===== config.mk =====
export PLATFORM = sky130hd
export DESIGN_NAME = reg_file_wb_sb
export DESIGN_NICKNAME = d
export VERILOG_FILES = /design/src/rtl/reg_file_wb_sb.sv
export SDC_FILE = /design/constraint.sdc
export NUM_CORES = 1
export LEC_CHECK = 0
export CAP_MARGIN = 20
export CORE_AREA = 2 2 147 149
export DETAILED_ROUTE_END_ITERATION = 8
export DIE_AREA = 0 0 149 151
export GPL_TIMING_DRIVEN = 0
export PLACE_DENSITY = 0.67
export SYNTH_ARGS = -nofsm -noshare
export SYNTH_HDL_FRONTEND = slang
export SYNTH_SLANG_ARGS = --single-unit

===== constraint.sdc =====
create_clock -name CLK_WB -period 3.2 [get_ports CLK_WB]
set_input_delay 0.48 -clock CLK_WB [delete_from_list [all_inputs] [get_ports CLK_WB]]
set_output_delay 0.48 -clock CLK_WB [all_outputs]
set_load 0.01 [all_outputs]

===== src/rtl/reg_file_wb_sb.sv =====
// Write-back register file with bypassed read ports, per-register pending
// scoreboard and a multi-cycle bulk-clear sweep.
module reg_file_wb_sb #(
   parameter int unsigned DATA_W   = 16,
   parameter int unsigned ADDR_W   = 3,
   parameter int unsigned ZERO_REG = 0
) (
   input  logic                        CLK_WB,
   input  logic                        RESET_N,
   input  logic                        WB_VALID,
   input  logic [ADDR_W-1:0]           WB_ADDR,
   input  logic [DATA_W-1:0]           WB_DATA,
   output logic                        WB_READY,
   input  logic                        RSV_VALID,
   input  logic [ADDR_W-1:0]           RSV_ADDR,
   input  logic [ADDR_W-1:0]           RD_A_ADDR,
   output logic [DATA_W-1:0]           RD_A_DATA,
   output logic                        RD_A_PEND,
   input  logic [ADDR_W-1:0]           RD_B_ADDR,
   output logic [DATA_W-1:0]           RD_B_DATA,
   output logic                        RD_B_PEND,
   input  logic                        CLR_REQ,
   output logic                        CLR_BUSY,
   output logic                        CLR_DONE,
   output logic [(2**ADDR_W)-1:0]      PEND,
   output logic [(2**ADDR_W)*DATA_W-1:0] REG_FLAT
);

   localparam int unsigned N_REGS = 2**ADDR_W;
   localparam bit          ZR     = (ZERO_REG != 0);

   typedef enum logic {ST_IDLE, ST_SWEEP} state_t;

   state_t              r_state;
   logic [ADDR_W-1:0]   r_idx;
   logic [DATA_W-1:0]   r_regs [N_REGS];
   logic [N_REGS-1:0]   r_pend;
   logic                r_done;

   logic                w_idle;
   logic                w_wb_acc;
   logic                w_rsv;
   logic                w_a_hit;
   logic                w_b_hit;

   // Index 0 is hard-wired when ZERO_REG is set, so writes and reserves to it vanish here.
   assign w_idle   = (r_state == ST_IDLE);
   assign w_wb_acc = WB_VALID  & w_idle & ~(ZR && (WB_ADDR  == '0));
   assign w_rsv    = RSV_VALID & w_idle & ~(ZR && (RSV_ADDR == '0));

   assign WB_READY = w_idle;
   assign CLR_BUSY = (r_state == ST_SWEEP);
   assign CLR_DONE = r_done;
   assign PEND     = r_pend;

   assign w_a_hit   = w_wb_acc && (WB_ADDR == RD_A_ADDR);
   assign w_b_hit   = w_wb_acc && (WB_ADDR == RD_B_ADDR);
   assign RD_A_DATA = w_a_hit ? WB_DATA :
                      (ZR && (RD_A_ADDR == '0)) ? '0 : r_regs[RD_A_ADDR];
   assign RD_A_PEND = w_a_hit ? 1'b0 : r_pend[RD_A_ADDR];
   assign RD_B_DATA = w_b_hit ? WB_DATA :
                      (ZR && (RD_B_ADDR == '0)) ? '0 : r_regs[RD_B_ADDR];
   assign RD_B_PEND = w_b_hit ? 1'b0 : r_pend[RD_B_ADDR];

   for (genvar g = 0; g < N_REGS; g++) begin : g_flat
      assign REG_FLAT[g*DATA_W +: DATA_W] = r_regs[g];
   end

   // State, register array, scoreboard and clear sequencer.
   always_ff @(posedge CLK_WB) begin
      if (!RESET_N) begin
         r_state <= ST_IDLE;
         r_idx   <= '0;
         r_pend  <= '0;
         r_done  <= 1'b0;
         for (int i = 0; i < N_REGS; i++) r_regs[i] <= '0;
      end else begin
         r_done <= 1'b0;
         case (r_state)
            ST_IDLE: begin
               if (w_wb_acc) begin
                  r_regs[WB_ADDR] <= WB_DATA;
                  r_pend[WB_ADDR] <= 1'b0;
               end
               // Reserve is assigned last so it wins over a same-address writeback.
               if (w_rsv) r_pend[RSV_ADDR] <= 1'b1;
               if (CLR_REQ) begin
                  r_state <= ST_SWEEP;
                  r_idx   <= '0;
               end
            end
            ST_SWEEP: begin
               r_regs[r_idx] <= '0;
               r_pend[r_idx] <= 1'b0;
               r_idx         <= r_idx + ADDR_W'(1);
               if (r_idx == ADDR_W'(N_REGS - 1)) begin
                  r_state <= ST_IDLE;
                  r_done  <= 1'b1;
               end
            end
            default: r_state <= ST_IDLE;
         endcase
      end
   end

endmodule

==> reports/qor.csv <==
stage,metric,value,unit
detailed_routing,postRouteAntennaNets,0,
clocking,ctsRootBufferMaster,clkbuf_16,
global_route,grt_antenna_before_repair,0,
timing,relSlewSlack,29.4,%
synthesis,mappedNetlistArea,8230,sq um
detailed_routing,drt_first_pass_iters,5,
worst_hold_path,holdPathStages,2,
clocking,ctsHtreeMaxLevel,4,
worst_setup_path,ff2ff_path_depth,4,
pwr,cellPowerDensity,460,nW/um^2
die,chipWidth,149,um
synthesis,synth_enable_flop_cells,128,
synthesis,postSynth.topFlopCell,edfxtp_1,
synthesis,seq_area_frac_synth,49.8,%
worst_setup_path,endpoint_kind,output pin,
die,die_height,151,um
timing,count_of_pins_over_their_slew_limit,0,
timing,worst-slew-pin-transition,1060,ps
worst_setup_path,worstSetupPathType,in2out,
synthesis,ys_ff_latch,141,
pwr,power_frac_seq,42.3,%
run,max-cap-violations,0,
worst_setup_path,cp_data_required_time,2720,ps
clocking,clock_sinks,141,
final_layout,design.final.nets,824,
placement,io_buffer_count,196,
pwr,swShare,26.9,%
synthesis,async_flop_share,0,%
detailed_routing,drt-initial-drc-count,720,
worst_hold_path,hold_removal_path_class,reg2reg,
final_layout,fill_cells,1707,
timing,setup_viol,0,
global_route,grt.total_usage,25.8,%
pwr,combinationalPowerShare,20.3,%
placement,post_place_cell_area,10600,sq um
die,die_area,22500,sq um
final_layout,synthToLayoutAreaGrowth,36.6,%
global_route,grt_first_pass_wirelength,41.7,mm
pwr,total_internal_power,3.78,mW
die,io_pins,206,
global_route,pin_count_of_the_biggest_net_entering_global_routing,17,
placement,placer_congestion,0.913,
die,core_area,20800,sq um
clocking,numCtsBuffers,17,
timing,timing.clock.skew,6.67,ps
timing,period_needed,3090,ps
global_route,grt_remaining_overflow,0,
detailed_routing,route.final.wire_length,29.4,mm
die,initial_standard_cell_utilization_of_the_core,39.5,%
clocking,post_cts_hold_buffer_count,0,
synthesis,ys_warn_count,0,
clocking,cts_max_path_buffers,2,
global_route,via_count_of_the_first_global_routing_pass,6845,
final_layout,layout.cells.most_common_list,"196 x clkdlybuf4s50_1, 128 x edfxtp_1, 96 x nor3_1",
timing,maxClockFrequency,0.324,GHz
final_layout,final_common_cell,clkdlybuf4s50_1,
synthesis,netlist-cell-type-count,40,
timing,period_share,96.5,%
timing,setup_tns_final,0,ps
detailed_routing,post_detailed_route_wirelength_per_cell,27.3,um
detailed_routing,remaining_drc_errors,0,
pwr,clkPwrFrac,37.4,%
worst_setup_path,worstSetupStartpointType,input pin,
pwr,ir_drop,0.443,mV
synthesis,syn_avg_cell_area,14.5,sq um
final_layout,postLayoutCellArea,11200,sq um
detailed_routing,via_per_inst,6.31,
synthesis,synth_fp_nets,601,
pwr,total_switching_power,1.39,mW
timing,fin_worst_hold_slack,558,ps
clocking,cts_tree,yes,
timing,rsz_0062_raised_after_global_routing,false,
worst_setup_path,critical_path_peak_fanout,10,
detailed_routing,via_count,6791,
final_layout,final_layout_size_suffix_gt1_share,19.1,%
timing,timing.final.hold_violations,0,
pwr,power,5.17,mW
final_layout,insertedDiodeCount,0,
die,fp-row-count,53,
final_layout,ff_latch_area,4100,sq um
pwr,power.leakage,4.15,nW
clocking,worst_skew_pair.late_latency,430,ps
placement,dp_hpwl,20.8,mm
clocking,cts.reportedPaths.clkPinSlew,50,ps
worst_setup_path,timing.critical_path.arrival,2610,ps
synthesis,syn_inst,566,
outcome,run_status,completed,
final_layout,area_used_by_multi_input_combinational_logic,3870,sq um
-- power groups by stage --
stage / clock network (mW) / registers (mW) / logic (mW)
after detailed placement: 0 / 2.22 / 1.03
final: 1.93 / 2.19 / 1.05
after global placement: 0 / 2.22 / 1.00
after CTS: 1.93 / 2.19 / 1.04
after global routing: 2.00 / 2.20 / 1.09
after floorplan: 0 / 2.23 / 0.484
-- area by class of cell --
type                    instances  area share (%)
multi-input cells             370            34.4
repair buffers                204            18.2
clock inverters                14            1.29
plain buffers                  52            2.65
flip-flops and latches        141            36.5
inverters                       3           0.100
clock buffers                  17            3.78
well taps                     275            3.06
-- metal layers --
metal | vias to the layer above | part of all wire (%) | wire (um) | track usage (%)
li1 | 2766 | - | - | -
met1 | 3328 | 37 | 10700 | 32.1
met2 | 601 | 48 | 14100 | 43.0
met3 | 96 | 11 | 3350 | 5.48
met4 | 0 | 4.0 | 1160 | 13.0
met5 | - | 0 | 0 | 0
-- critical path: stages --
cell	delay, ps
buf_2	310
clkbuf_1	630
mux2_2	410
mux2_4	280
clkdlybuf4s50_1	480
-- kinds of logic after synthesis --
kind of cell	synth area share, %
xor gates and xnor gates	0.638
AOI/OAI and AO/OA	2.84
buffers and inverters	3.63
and+or+nand+nor	11.7
adders and majority gates	0.304
muxes	31.0
DFF	49.8
-- what timing repair did --
action                     4_1_cts  5_1_grt
setup endpoints to repair       50       32
gates resized for setup          9        2
buffers inserted                 2        0
pin swaps                        1        0
-- synth_stat cells (all sizes together), types with 4 or more instances --
library cell  number  area share, %
edfxtp           128             47
nor3              96            5.8
mux4              68             22
mux2              66            9.5
nor2              34            1.6
nand2             28            1.3
clkbuf            27            1.2
buf               25            2.2
dfxtp             13            3.2
o221ai            10            1.1
o21ai              9           0.55
a21boi             8           0.73
nor2b              7           0.53
xnor2              6           0.64
nand2b             5           0.38
and2               4           0.30
nor3b              4           0.36
-- stage by stage --
stage / setup WS [ps] / std cells / utilization [%]
2_1_floorplan: 328 / 566 / -
3_3_place_gp: -1420 / 1037 / 50.6
3_5_place_dp: -603 / 1043 / 51.1
4_1_cts: 45.8 / 1076 / 54.0
5_1_grt: 31.7 / 1076 / 54.0
6_report: 110 / 1076 / 54.0
-- sequential cells by signal, indices dropped and copies added (netlist names) --
name and cells:
CLR_BUSY 1, CLR_DONE 1, PEND 8, r_idx 3, r_regs 128
-- worst paths after layout --
| check | from | end | slack [ps] |
|---|---|---|---|
| max | RD_A_ADDR[2] | RD_A_DATA[6] | 110 |
| min | PEND[6] | PEND[6] | 560 |
| max reg2reg | CLR_BUSY | r_regs[0][14] | 160 |
| min reg2reg | PEND[6] | PEND[6] | 560 |
Note: power is estimated with default switching activity, not from simulation.
